$ cat config.mk
export PLATFORM = sky130hd
export DESIGN_NAME = muldiv_seq_flat
export DESIGN_NICKNAME = d
export VERILOG_FILES = /design/src/rtl/muldiv_seq_pkg.sv /design/src/rtl/muldiv_seq_if.sv /design/src/rtl/muldiv_seq_md_iter_unit.sv /design/src/rtl/muldiv_seq.sv /design/src/flat_wrapper.sv
export SDC_FILE = /design/constraint.sdc
export NUM_CORES = 1
export LEC_CHECK = 0
export BUFFER_PORTS_ARGS = -buffer_cell sky130_fd_sc_hd__buf_4
export CAP_MARGIN = 20
export CELL_PAD_IN_SITES_DETAIL_PLACEMENT = 1
export CELL_PAD_IN_SITES_GLOBAL_PLACEMENT = 1
export CORE_MARGIN = 2
export CORE_UTILIZATION = 30
export DETAILED_ROUTE_END_ITERATION = 10
export PLACE_DENSITY = 0.54
export SETUP_SLACK_MARGIN = 0.4
export SLEW_MARGIN = 25
export SYNTH_ARGS = -nofsm -noshare
export SYNTH_HDL_FRONTEND = slang
export SYNTH_HIERARCHICAL = 1
export SYNTH_SLANG_ARGS = --single-unit
$ cat constraint.sdc
create_clock -name Clk -period 7.4 [get_ports Clk]
set_input_delay 0.74 -clock Clk [delete_from_list [all_inputs] [get_ports Clk]]
set_output_delay 0.74 -clock Clk [all_outputs]
set_load 0.02 [all_outputs]
$ cat src/rtl/muldiv_seq_pkg.sv
// Shared RV32M definitions (package rv32_pkg): operand width, iteration
// counter width, funct3 encodings of the M ops and the sequencer state enum.
package rv32_pkg;

    localparam int XLEN  = 32;
    localparam int CNT_W = 6;

    // funct3 encodings of the M extension ops
    localparam logic [2:0] MUL    = 3'd0;
    localparam logic [2:0] MULH   = 3'd1;
    localparam logic [2:0] MULHSU = 3'd2;
    localparam logic [2:0] MULHU  = 3'd3;
    localparam logic [2:0] DIV    = 3'd4;
    localparam logic [2:0] DIVU   = 3'd5;
    localparam logic [2:0] REM    = 3'd6;
    localparam logic [2:0] REMU   = 3'd7;

    typedef enum logic [1:0] {
        IDLE = 2'd0,
        CALC = 2'd1,
        FIX  = 2'd2,
        DONE = 2'd3
    } md_state_t;

    // Divide/remainder ops all have funct3[2] set
    function automatic logic is_div_op(input logic [2:0] op);
        return op[2];
    endfunction

    // rs1 is treated as signed for MUL, MULH, MULHSU, DIV, REM
    function automatic logic a_is_signed(input logic [2:0] op);
        return (op == MUL) || (op == MULH) || (op == MULHSU) || (op == DIV) || (op == REM);
    endfunction

    // rs2 is treated as signed for MUL, MULH, DIV, REM
    function automatic logic b_is_signed(input logic [2:0] op);
        return (op == MUL) || (op == MULH) || (op == DIV) || (op == REM);
    endfunction

endpackage

$ cat src/rtl/muldiv_seq_if.sv
// Core <-> multiply/divide sequencer connection.
//
// Handshake: Start is a level request held by the core for as long as the
// current instruction is an M op, with MUL_Opcode/Operand_A/Operand_B valid
// alongside it. Stall (= Start & ~Done) is the back-pressure: the core holds
// PC and instruction while it is high. Done is a one-cycle strobe; Result is
// valid only in that cycle and is written back then. Flush aborts any op
// and takes priority over Start.
interface muldiv_seq_if;
    import rv32_pkg::*;

    logic            Start;
    logic [2:0]      MUL_Opcode;
    logic [XLEN-1:0] Operand_A;
    logic [XLEN-1:0] Operand_B;
    logic            Flush;
    logic [XLEN-1:0] Result;
    logic            Busy;
    logic            Done;
    logic            Stall;

    modport master (
        output Start, MUL_Opcode, Operand_A, Operand_B, Flush,
        input  Result, Busy, Done, Stall
    );

    modport slave (
        input  Start, MUL_Opcode, Operand_A, Operand_B, Flush,
        output Result, Busy, Done, Stall
    );

endinterface

$ cat src/rtl/muldiv_seq_md_iter_unit.sv
// Iterative datapath for the M-op sequencer: one radix-2 step per cycle,
// either shift-add multiply or restoring divide, on unsigned magnitudes.
// Multiply: {acc, sr} is the product, sr starts as the multiplier.
// Divide:   sr ends as the quotient, acc as the remainder.
module md_iter_unit #(
    parameter int W = 32
) (
    input  logic         clk,
    input  logic         rst_n,
    input  logic         load,
    input  logic         step,
    input  logic         is_div,
    input  logic [W-1:0] load_sr,
    input  logic [W-1:0] load_opnd,
    output logic [W-1:0] acc,
    output logic [W-1:0] sr
);

    logic [W-1:0] opnd_q;
    logic [W-1:0] acc_d;
    logic [W-1:0] sr_d;
    logic [W:0]   mul_sum;
    logic [W:0]   div_shift;
    logic [W-1:0] div_diff;
    logic         div_ge;

    // Next accumulator / shift register for one multiply or divide step
    always_comb begin
        mul_sum   = {1'b0, acc} + (sr[0] ? {1'b0, opnd_q} : {(W+1){1'b0}});
        div_shift = {acc, sr[W-1]};
        // True difference is below 2**W whenever it is used, so W bits suffice
        div_diff  = div_shift[W-1:0] - opnd_q;
        div_ge    = (div_shift >= {1'b0, opnd_q});
        if (is_div) begin
            acc_d = div_ge ? div_diff : div_shift[W-1:0];
            sr_d  = {sr[W-2:0], div_ge};
        end else begin
            acc_d = mul_sum[W:1];
            sr_d  = {mul_sum[0], sr[W-1:1]};
        end
    end

    // Operand latch on load, one iteration per step
    always_ff @(posedge clk or negedge rst_n) begin
        if (!rst_n) begin
            acc    <= '0;
            sr     <= '0;
            opnd_q <= '0;
        end else if (load) begin
            acc    <= '0;
            sr     <= load_sr;
            opnd_q <= load_opnd;
        end else if (step) begin
            acc <= acc_d;
            sr  <= sr_d;
        end
    end

endmodule

$ cat src/rtl/muldiv_seq.sv
// Multi-cycle sequencer for RV32M ops (MUL..REMU). Owns the IDLE/CALC/FIX/DONE
// FSM, iteration counter, sign handling and divide special cases; the
// iterative datapath lives in md_iter_unit.
// Optional feature macro: MULDIV_FAST_MUL_EN -- when defined, MUL* ops use a
// single-cycle 33x33 signed multiply and finish one cycle after Start.
module muldiv_seq
    import rv32_pkg::*;
(
    input  logic        Clk,
    input  logic        Rst_N,
    muldiv_seq_if.slave bus,
    output md_state_t   dbg_state
);

    md_state_t       state_q, state_d;
    logic [CNT_W-1:0] cnt_q;
    logic [2:0]      op_q;
    logic            a_neg_q, b_neg_q;
    logic [XLEN-1:0] result_q, result_d;
    logic            busy_q, busy_d;
    logic            done_q, done_d;

    logic            latch_req, iter_load, iter_step, result_load;

    logic            req_div;
    logic            a_neg_in, b_neg_in;
    logic [XLEN-1:0] a_mag_in, b_mag_in;
    logic            div_by_zero, div_ovf, special;
    logic [XLEN-1:0] special_result;
    logic            fast_take;
    logic [XLEN-1:0] fast_result;

    logic [XLEN-1:0] acc, sr;
    logic [2*XLEN-1:0] prod_s;
    logic [XLEN-1:0] quot_s, rem_s, fix_result;

    // Decode of the incoming request: sign flags, magnitudes, special cases
    always_comb begin
        req_div     = is_div_op(bus.MUL_Opcode);
        a_neg_in    = a_is_signed(bus.MUL_Opcode) & bus.Operand_A[XLEN-1];
        b_neg_in    = b_is_signed(bus.MUL_Opcode) & bus.Operand_B[XLEN-1];
        a_mag_in    = a_neg_in ? -bus.Operand_A : bus.Operand_A;
        b_mag_in    = b_neg_in ? -bus.Operand_B : bus.Operand_B;
        div_by_zero = req_div && (bus.Operand_B == '0);
        div_ovf     = ((bus.MUL_Opcode == DIV) || (bus.MUL_Opcode == REM)) &&
                      (bus.Operand_A == 32'h8000_0000) && (bus.Operand_B == 32'hFFFF_FFFF);
        special     = div_by_zero | div_ovf;
        // funct3[1] distinguishes REM/REMU from DIV/DIVU
        if (div_by_zero)
            special_result = bus.MUL_Opcode[1] ? bus.Operand_A : 32'hFFFF_FFFF;
        else
            special_result = bus.MUL_Opcode[1] ? 32'h0 : bus.Operand_A;
    end

`ifdef MULDIV_FAST_MUL_EN
    logic signed [XLEN:0]     fast_a, fast_b;
    logic signed [2*XLEN+1:0] fast_p;

    // Single-cycle signed multiply on sign/zero-extended operands
    always_comb begin
        fast_a      = {a_is_signed(bus.MUL_Opcode) & bus.Operand_A[XLEN-1], bus.Operand_A};
        fast_b      = {b_is_signed(bus.MUL_Opcode) & bus.Operand_B[XLEN-1], bus.Operand_B};
        fast_p      = fast_a * fast_b;
        fast_take   = ~req_div;
        fast_result = (bus.MUL_Opcode == MUL) ? fast_p[XLEN-1:0] : fast_p[2*XLEN-1:XLEN];
    end
`else
    // Multiplies always take the iterative path
    always_comb begin
        fast_take   = 1'b0;
        fast_result = '0;
    end
`endif

    // Sign correction of the finished iteration and result selection
    always_comb begin
        prod_s = (a_neg_q ^ b_neg_q) ? -{acc, sr} : {acc, sr};
        quot_s = (a_neg_q ^ b_neg_q) ? -sr : sr;
        rem_s  = a_neg_q ? -acc : acc;
        case (op_q)
            MUL:                fix_result = prod_s[XLEN-1:0];
            MULH, MULHSU, MULHU: fix_result = prod_s[2*XLEN-1:XLEN];
            DIV, DIVU:          fix_result = quot_s;
            default:            fix_result = rem_s;
        endcase
    end

    // FSM state register
    always_ff @(posedge Clk or negedge Rst_N) begin
        if (!Rst_N) state_q <= IDLE;
        else        state_q <= state_d;
    end

    // FSM next state; Flush overrides everything
    always_comb begin
        state_d = state_q;
        if (bus.Flush) begin
            state_d = IDLE;
        end else begin
            case (state_q)
                IDLE: if (bus.Start) state_d = (special || fast_take) ? DONE : CALC;
                CALC: if (cnt_q == '0) state_d = FIX;
                FIX:  state_d = DONE;
                DONE: state_d = IDLE;
                default: state_d = IDLE;
            endcase
        end
    end

    // FSM outputs: datapath controls and next values of registered outputs
    always_comb begin
        latch_req   = 1'b0;
        iter_load   = 1'b0;
        iter_step   = 1'b0;
        result_load = 1'b0;
        result_d    = result_q;
        if (!bus.Flush) begin
            case (state_q)
                IDLE: begin
                    if (bus.Start) begin
                        latch_req = 1'b1;
                        if (special) begin
                            result_load = 1'b1;
                            result_d    = special_result;
                        end else if (fast_take) begin
                            result_load = 1'b1;
                            result_d    = fast_result;
                        end else begin
                            iter_load = 1'b1;
                        end
                    end
                end
                CALC: iter_step = 1'b1;
                FIX: begin
                    result_load = 1'b1;
                    result_d    = fix_result;
                end
                default: ;
            endcase
        end
        busy_d = (state_d == CALC) || (state_d == FIX);
        done_d = (state_d == DONE);
    end

    // Registered outputs, counter and latched request attributes
    always_ff @(posedge Clk or negedge Rst_N) begin
        if (!Rst_N) begin
            result_q <= '0;
            busy_q   <= 1'b0;
            done_q   <= 1'b0;
            cnt_q    <= '0;
            op_q     <= MUL;
            a_neg_q  <= 1'b0;
            b_neg_q  <= 1'b0;
        end else begin
            busy_q <= busy_d;
            done_q <= done_d;
            if (result_load) result_q <= result_d;
            if (latch_req) begin
                cnt_q   <= CNT_W'(XLEN - 1);
                op_q    <= bus.MUL_Opcode;
                a_neg_q <= a_neg_in;
                b_neg_q <= b_neg_in;
            end else if (iter_step) begin
                cnt_q <= cnt_q - 1'b1;
            end
        end
    end

    md_iter_unit #(.W(XLEN)) u_iter (
        .clk       (Clk),
        .rst_n     (Rst_N),
        .load      (iter_load),
        .step      (iter_step),
        .is_div    (is_div_op(op_q)),
        .load_sr   (req_div ? a_mag_in : b_mag_in),
        .load_opnd (req_div ? b_mag_in : a_mag_in),
        .acc       (acc),
        .sr        (sr)
    );

    assign bus.Result = result_q;
    assign bus.Busy   = busy_q;
    assign bus.Done   = done_q;
    assign bus.Stall  = bus.Start & ~done_q;
    assign dbg_state  = state_q;

endmodule

$ cat src/flat_wrapper.sv
// flat-port wrapper written by rule: the top's interface ports become plain ports
module muldiv_seq_flat import rv32_pkg::*;
  (Clk, Rst_N, dbg_state, bus_Start, bus_MUL_Opcode, bus_Operand_A, bus_Operand_B, bus_Flush, bus_Result, bus_Busy, bus_Done, bus_Stall);
  muldiv_seq_if bus_i ();
  input  logic Clk;
  input  logic Rst_N;
  output md_state_t dbg_state;
  input wire logic [$bits(bus_i.Start)-1:0] bus_Start;
  input wire logic [$bits(bus_i.MUL_Opcode)-1:0] bus_MUL_Opcode;
  input wire logic [$bits(bus_i.Operand_A)-1:0] bus_Operand_A;
  input wire logic [$bits(bus_i.Operand_B)-1:0] bus_Operand_B;
  input wire logic [$bits(bus_i.Flush)-1:0] bus_Flush;
  output wire logic [$bits(bus_i.Result)-1:0] bus_Result;
  output wire logic [$bits(bus_i.Busy)-1:0] bus_Busy;
  output wire logic [$bits(bus_i.Done)-1:0] bus_Done;
  output wire logic [$bits(bus_i.Stall)-1:0] bus_Stall;
  assign bus_i.Start = bus_Start;
  assign bus_i.MUL_Opcode = bus_MUL_Opcode;
  assign bus_i.Operand_A = bus_Operand_A;
  assign bus_i.Operand_B = bus_Operand_B;
  assign bus_i.Flush = bus_Flush;
  assign bus_Result = bus_i.Result;
  assign bus_Busy = bus_i.Busy;
  assign bus_Done = bus_i.Done;
  assign bus_Stall = bus_i.Stall;
  muldiv_seq u_core (.Clk(Clk), .Rst_N(Rst_N), .bus(bus_i), .dbg_state(dbg_state));
endmodule
Word-level counts from Yosys, hierarchy flattened
Cells that the tools add are included.
{"block": "totals", "wordCells": 110, "inputBits": 71, "reg_bits": 143}
{"block": "classes", "n_addsub": 8, "n_eq_ne": 19, "muxes": 42, "reduce_logical": 22, "magnitude_cmp": 1, "bitwise_logic": 7}
{"cell": "$mux W32", "count": 19}
{"cell": "$neg A32 Y32", "count": 4}
{"cell": "$pmux W32 S3", "count": 1}
{"cell": "$eq A32 B32 Y1 const B", "count": 2}
{"cell": "$mux W64", "count": 1}
{"cell": "$neg A64 Y64", "count": 1}
{"cell": "$pmux W32 S2", "count": 1}
{"cell": "$add A32 B33 Y33", "count": 1}
{"cell": "$ge A33 B32 Y1", "count": 1}
{"cell": "$logic_not A32 Y1", "count": 1}
{"cell": "$sub A32 B32 Y32", "count": 1}
{"cell": "$eq A3 B3 Y1 const B", "count": 4}
{"cell": "$mux W1", "count": 12}
{"cell": "$mux W6", "count": 2}
{"cell": "$eq A3 B2 Y1 const B", "count": 3}
{"cell": "$eq A2 B2 Y1 const B", "count": 4}
{"cell": "$logic_or A1 B1 Y1", "count": 8}
{"cell": "$mux W2", "count": 4}
{"cell": "$pmux W2 S4", "count": 1}
{"cell": "$eq A3 B1 Y1 const B", "count": 2}
{"cell": "$logic_not A3 Y1", "count": 2}
{"cell": "$logic_not A6 Y1", "count": 1}
{"cell": "$reduce_bool A2 Y1", "count": 3}
{"cell": "$sub A6 B1 Y6 const B", "count": 1}
{"cell": "13 further kinds", "count": 19}

Depth between registers and ports, before layout
{"block": "logic_depth", "ltp_word": 11, "mapped_depth": 15}

Cells and area by module
Netlist, hierarchy kept.
{"module": "md_iter_unit", "cells_per_inst": 1071, "n_inst": 1, "area_each_um2": 8285.4}
{"module": "muldiv_seq", "cells_per_inst": 1130, "n_inst": 1, "area_each_um2": 7987.7}

Worst setup path after synthesis
Ideal clock, no wire load.
{"block": "synth_timing", "path_type": "in2reg", "startpoint": "in bus_Operand_B[17]", "endpoint": "reg u_core.u_iter.acc[24]", "path_buffers": 4, "arrival_time_ns": 4.125, "t_required_ns": 7.329, "setup_ns": 0.071, "path_stages": 13, "slack_ns": 3.204, "path_cell_list": "or4_4 or4_1 buf_2 or4_4 nor2_4 clkbuf_1 a211oi_1 nand2b_1 clkbuf_1 nand2b_1 clkbuf_1 or4b_1 nand4_1"}
{"block": "synth_between", "elab_chain_len": 8}
{"item": "start, declared", "line_no": "flat_wrapper.sv:11", "text": "input wire logic [$bits(bus_i.Operand_B)-1:0] bus_Operand_B;"}
{"item": "$eq A32 B32 Y1 or $logic_not A32 Y1 (tied branches)", "line_no": "muldiv_seq.sv:46, muldiv_seq.sv:44"}
{"item": "$logic_and A1 B1 Y1 (on tied branches)", "line_no": "muldiv_seq.sv:46, muldiv_seq.sv:44"}
{"item": "$or A1 B1 Y1 (*)", "line_no": "muldiv_seq.sv:47", "text": "special = div_by_zero | div_ovf;"}
{"item": "$mux W1 (*)", "line_no": "muldiv_seq.sv:122", "text": "if (special) begin"}
{"item": "$mux W1 (*)", "line_no": "muldiv_seq.sv:120", "text": "if (bus.Start) begin"}
{"item": "$mux W1 (*)", "line_no": "muldiv_seq.sv:118", "text": "case (state_q)"}
{"item": "$mux W1 (*)", "line_no": "muldiv_seq.sv:117", "text": "if (!bus.Flush) begin"}
{"item": "named net u_core.iter_load", "line_no": "muldiv_seq.sv:23", "text": "logic latch_req, iter_load, iter_step, result_load;"}
{"item": "$mux W32 or $reduce_bool A2 Y1 (tied branches)"}
{"item": "end signal, assigned", "line_no": "muldiv_seq_md_iter_unit.sv:46", "text": "acc <= '0;"}
{"item": "end signal, assigned", "line_no": "muldiv_seq_md_iter_unit.sv:50", "text": "acc <= '0;"}
{"item": "end signal, assigned", "line_no": "muldiv_seq_md_iter_unit.sv:54", "text": "acc <= acc_d;"}
{"item": "end, declared", "line_no": "muldiv_seq_md_iter_unit.sv:15", "text": "output logic [W-1:0] acc,"}
The timed path passes the listed nets; every way through them passes the cells marked *.
A chain may end at the register's enable or synchronous reset.

Final worst setup path
Same ends and word-level chain as after synthesis.

==> flow_summary_export.csv <==
group,metric,value,unit
grt,grt.overflow.total,0,
clock_tree,clk_pin_slew,0.07,ns
routing,via_per_inst,6.092,
timing,worstMarginPinSlew,1.014,ns
cells_and_area,final_nets,2357,
setup_path,cp-end-kind,"register",
logic_synthesis,synth_ff_type,"dfrtp_1",
power_and_ir_drop,power.total,7.033,mW
timing,period_share,63.29,%
power_and_ir_drop,leakage,7.362,nW
cells_and_area,seq_area,3580,um^2
setup_path,critPathArrivalTime,5.09,ns
cells_and_area,nFillCells,6529,
timing,layout_min_cycle_time,4.683,ns
cells_and_area,final_common_cell,"nand2_1",
cells_and_area,drive_above_1_share,10.88,%
floorplanning,die_h,236.9,um
cells_and_area,multi_input_area,11870,um^2
logic_synthesis,ys_seq_elements,143,
floorplanning,row_count,85,
routing,drc,0,
timing,fmax,0.2135,GHz
logic_synthesis,yosys_warnings,6,
logic_synthesis,synth.avg_cell_area,7.394,um^2
routing,drt-total-wl,81.08,mm
logic_synthesis,synth_cell_types,93,
clock_tree,cts_buffers,17,
setup_path,worstSetupPathType,"in -> reg",
flow_run,drv_cap,0,
routing,drt_first_pass_iters,5,
logic_synthesis,async_reset_ff_share,100.0,%
logic_synthesis,syn-cell-area,16270,um^2
timing,slew_headroom,32.22,%
routing,wl_per_cell,27.76,um
routing,postRouteAntennaNets,0,
logic_synthesis,syn-instance-count,2201,
grt,grt_pass1_wl,118.9,mm
place,dpl.hpwl,62.52,mm
clock_tree,hold_buffers,0,
place,io_buffer_count,107,
place,gp_congestion,0.9500,
clock_tree,clock_latency,0.47,ns
floorplanning,initial_core_util,30.30,%
floorplanning,core_area,53710,um^2
status,status,"completed",
timing,finClkSkew,0.007073,ns
logic_synthesis,ys_seq_area_share,21.99,%
clock_tree,htreeDepth,4,
grt,grt_use_total,28.51,%
floorplanning,die_w,236.9,um
routing,vias,17795,
logic_synthesis,synth-edff-count,0,
floorplanning,pin_count,108,
clock_tree,post_cts_buffers,0,
cells_and_area,area_growth,12.68,%
power_and_ir_drop,ir_worst_vdd,158.9,uV
clock_tree,clk_path_buf_depth,2,
grt,antenna_found_initial,4,
cells_and_area,diodes,0,
setup_path,worstPathMaxFanout,38,
logic_synthesis,syn_nets,2346,
clock_tree,cts_tree,"done",
power_and_ir_drop,power.density,383.5,nW/um^2
timing,rsz0062_at_grt,"false",
cells_and_area,mostFrequentLayoutCells,"253 x nand2_1, 201 x o21ai_0, 178 x nor2_1, 165 x a21oi_1, 143 x buf_4",
setup_path,start_kind,"input pin",
setup_path,cp.required,7.81,ns
clock_tree,cts_sinks,143,
timing,tns,0,ns
routing,drt_iter0_drc,1424,
grt,grt_max_degree,105,
timing,report.final.slew_viol_count,0,
timing,setup_violations,0,
clock_tree,cts_root_buffer,"clkbuf_16",
timing,finalHoldViolCount,0,
cells_and_area,finalCoreUtilization,34.14,%
min_path,hold_class,"in -> async",
grt,grt_pass1_vias,17558,
clock_tree,post_cts_resized,0,
floorplanning,dieArea,56120,um^2
final timing paths:
check | start | to | slack [ns] | depth (start not counted)
max | bus_Operand_B[17] | u_core/u_iter/acc[24]$_DFFE_PN0P_ | 2.72 | 11
min reg2reg | u_core/bus.Result[2]$_DFFE_PN0P_ | u_core/bus.Result[2]$_DFFE_PN0P_ | 0.48 | 2
max reg2reg | u_core/u_iter/sr[0]$_DFFE_PN0P_ | u_core/u_iter/acc[27]$_DFFE_PN0P_ | 2.90 | 14
max in group asynchronous | Rst_N | u_core/bus.Result[21]$_DFFE_PN0P_ | 5.60 | 2
min | Rst_N | u_core/u_iter/acc[18]$_DFFE_PN0P_ | 0.31 | 1
min in group Clk | bus_Flush | u_core/dbg_state[0]$_DFF_PN0_ | 0.47 | 2
sequential cells by signal, indices dropped and copies added, names as in the netlist, 2 cells and up:
name and count:
u_core/dbg_state 2, u_core/bus.Result 32, u_core/u_iter/sr 32, u_core/u_iter/opnd_q 32, u_core/cnt_q 6, u_core/u_iter/acc 32, u_core/op_q 3
cell families after synthesis:
| family | synth area share, % |
|---|---|
| compound gates | 28.04 |
| simple gates | 24.35 |
| mux | 6.689 |
| flops | 21.99 |
| xor+xnor | 7.643 |
| buf+inv | 5.505 |
| fa+ha+maj | 5.782 |
synthesized netlist by cell type, types with 9 or more instances:
| cell | number | area (um^2) |
|---|---|---|
| buf_2 | 17 | 85.08 |
| or4_1 | 27 | 202.7 |
| mux2_2 | 10 | 112.6 |
| a21o_1 | 24 | 180.2 |
| nor4_1 | 34 | 212.7 |
| ha_1 | 72 | 900.9 |
| clkbuf_1 | 121 | 454.2 |
| and3_1 | 12 | 75.07 |
| o21ai_0 | 201 | 1006 |
| nand2_1 | 253 | 949.7 |
| a21oi_1 | 165 | 825.8 |
| nand2b_1 | 16 | 100.1 |
| inv_1 | 74 | 277.8 |
| nor2b_1 | 12 | 75.07 |
| o31ai_1 | 32 | 240.2 |
| a221oi_1 | 12 | 105.1 |
| xnor2_1 | 73 | 639.4 |
| o211ai_1 | 24 | 180.2 |
| o21bai_1 | 10 | 75.07 |
| o41ai_2 | 13 | 211.5 |
| dfrtp_1 | 143 | 3578 |
| and2_1 | 44 | 275.3 |
| nor3_1 | 104 | 520.5 |
| xor2_1 | 69 | 604.3 |
| or2_2 | 9 | 56.30 |
| nand3_1 | 29 | 145.1 |
| a31oi_1 | 35 | 219.0 |
| buf_1 | 12 | 45.04 |
| or3_1 | 21 | 131.4 |
| o21ai_1 | 15 | 75.07 |
| nand4_1 | 40 | 250.2 |
| nor2_1 | 178 | 668.1 |
| a22o_1 | 12 | 105.1 |
| mux2i_1 | 93 | 930.9 |
| a211oi_1 | 34 | 255.2 |
stage by stage:
step | hold slack (ns) | worst slack [ns] | cell area (um^2) | instances
after floorplan | 0.4444 | 3.204 | 16270 | 2201
after global placement | 0.4647 | 2.365 | 17670 | 2889
after detailed placement | 0.4723 | 2.303 | 17680 | 2889
after CTS | 0.3741 | 2.800 | 18320 | 2921
after global routing | 0.3870 | 2.597 | 18340 | 2921
final | 0.3076 | 2.717 | 18340 | 2921
power breakdown:
part,switching [mW],internal (mW),total (mW)
logic,2.91,1.57,4.48
clock network,0.400,0.584,0.984
registers,0.550,1.02,1.57
layout make-up:
cell class | instances | area share (%)
clock buffer | 20 | 2.491
clock inverter | 12 | 0.9962
inverter | 75 | 1.535
multi-input combinational | 1830 | 64.73
sequential | 143 | 19.52
tap | 696 | 4.749
timing repair buffer | 145 | 5.977
metal layers:
layer | vias to the layer above | global-route usage (%) | share of wire, %
li1 | 8146 | - | -
met1 | 8942 | 39.44 | 46
met2 | 586 | 43.30 | 43
met3 | 119 | 5.561 | 6.4
met4 | 2 | 11.64 | 4.0
met5 | - | 0 | 0.0099
critical path, cell delays in order:
cell	delay (ns)
buf_4	0.12
or4_4	0.55
or4_1	0.54
or4_4	0.52
nor2_4	0.61
a211oi_4	0.03
buf_4	0.29
nand2b_1	0.49
nand2b_1	0.47
or4b_1	0.59
nand4_1	0.08
(Power assumes the default switching activity.)
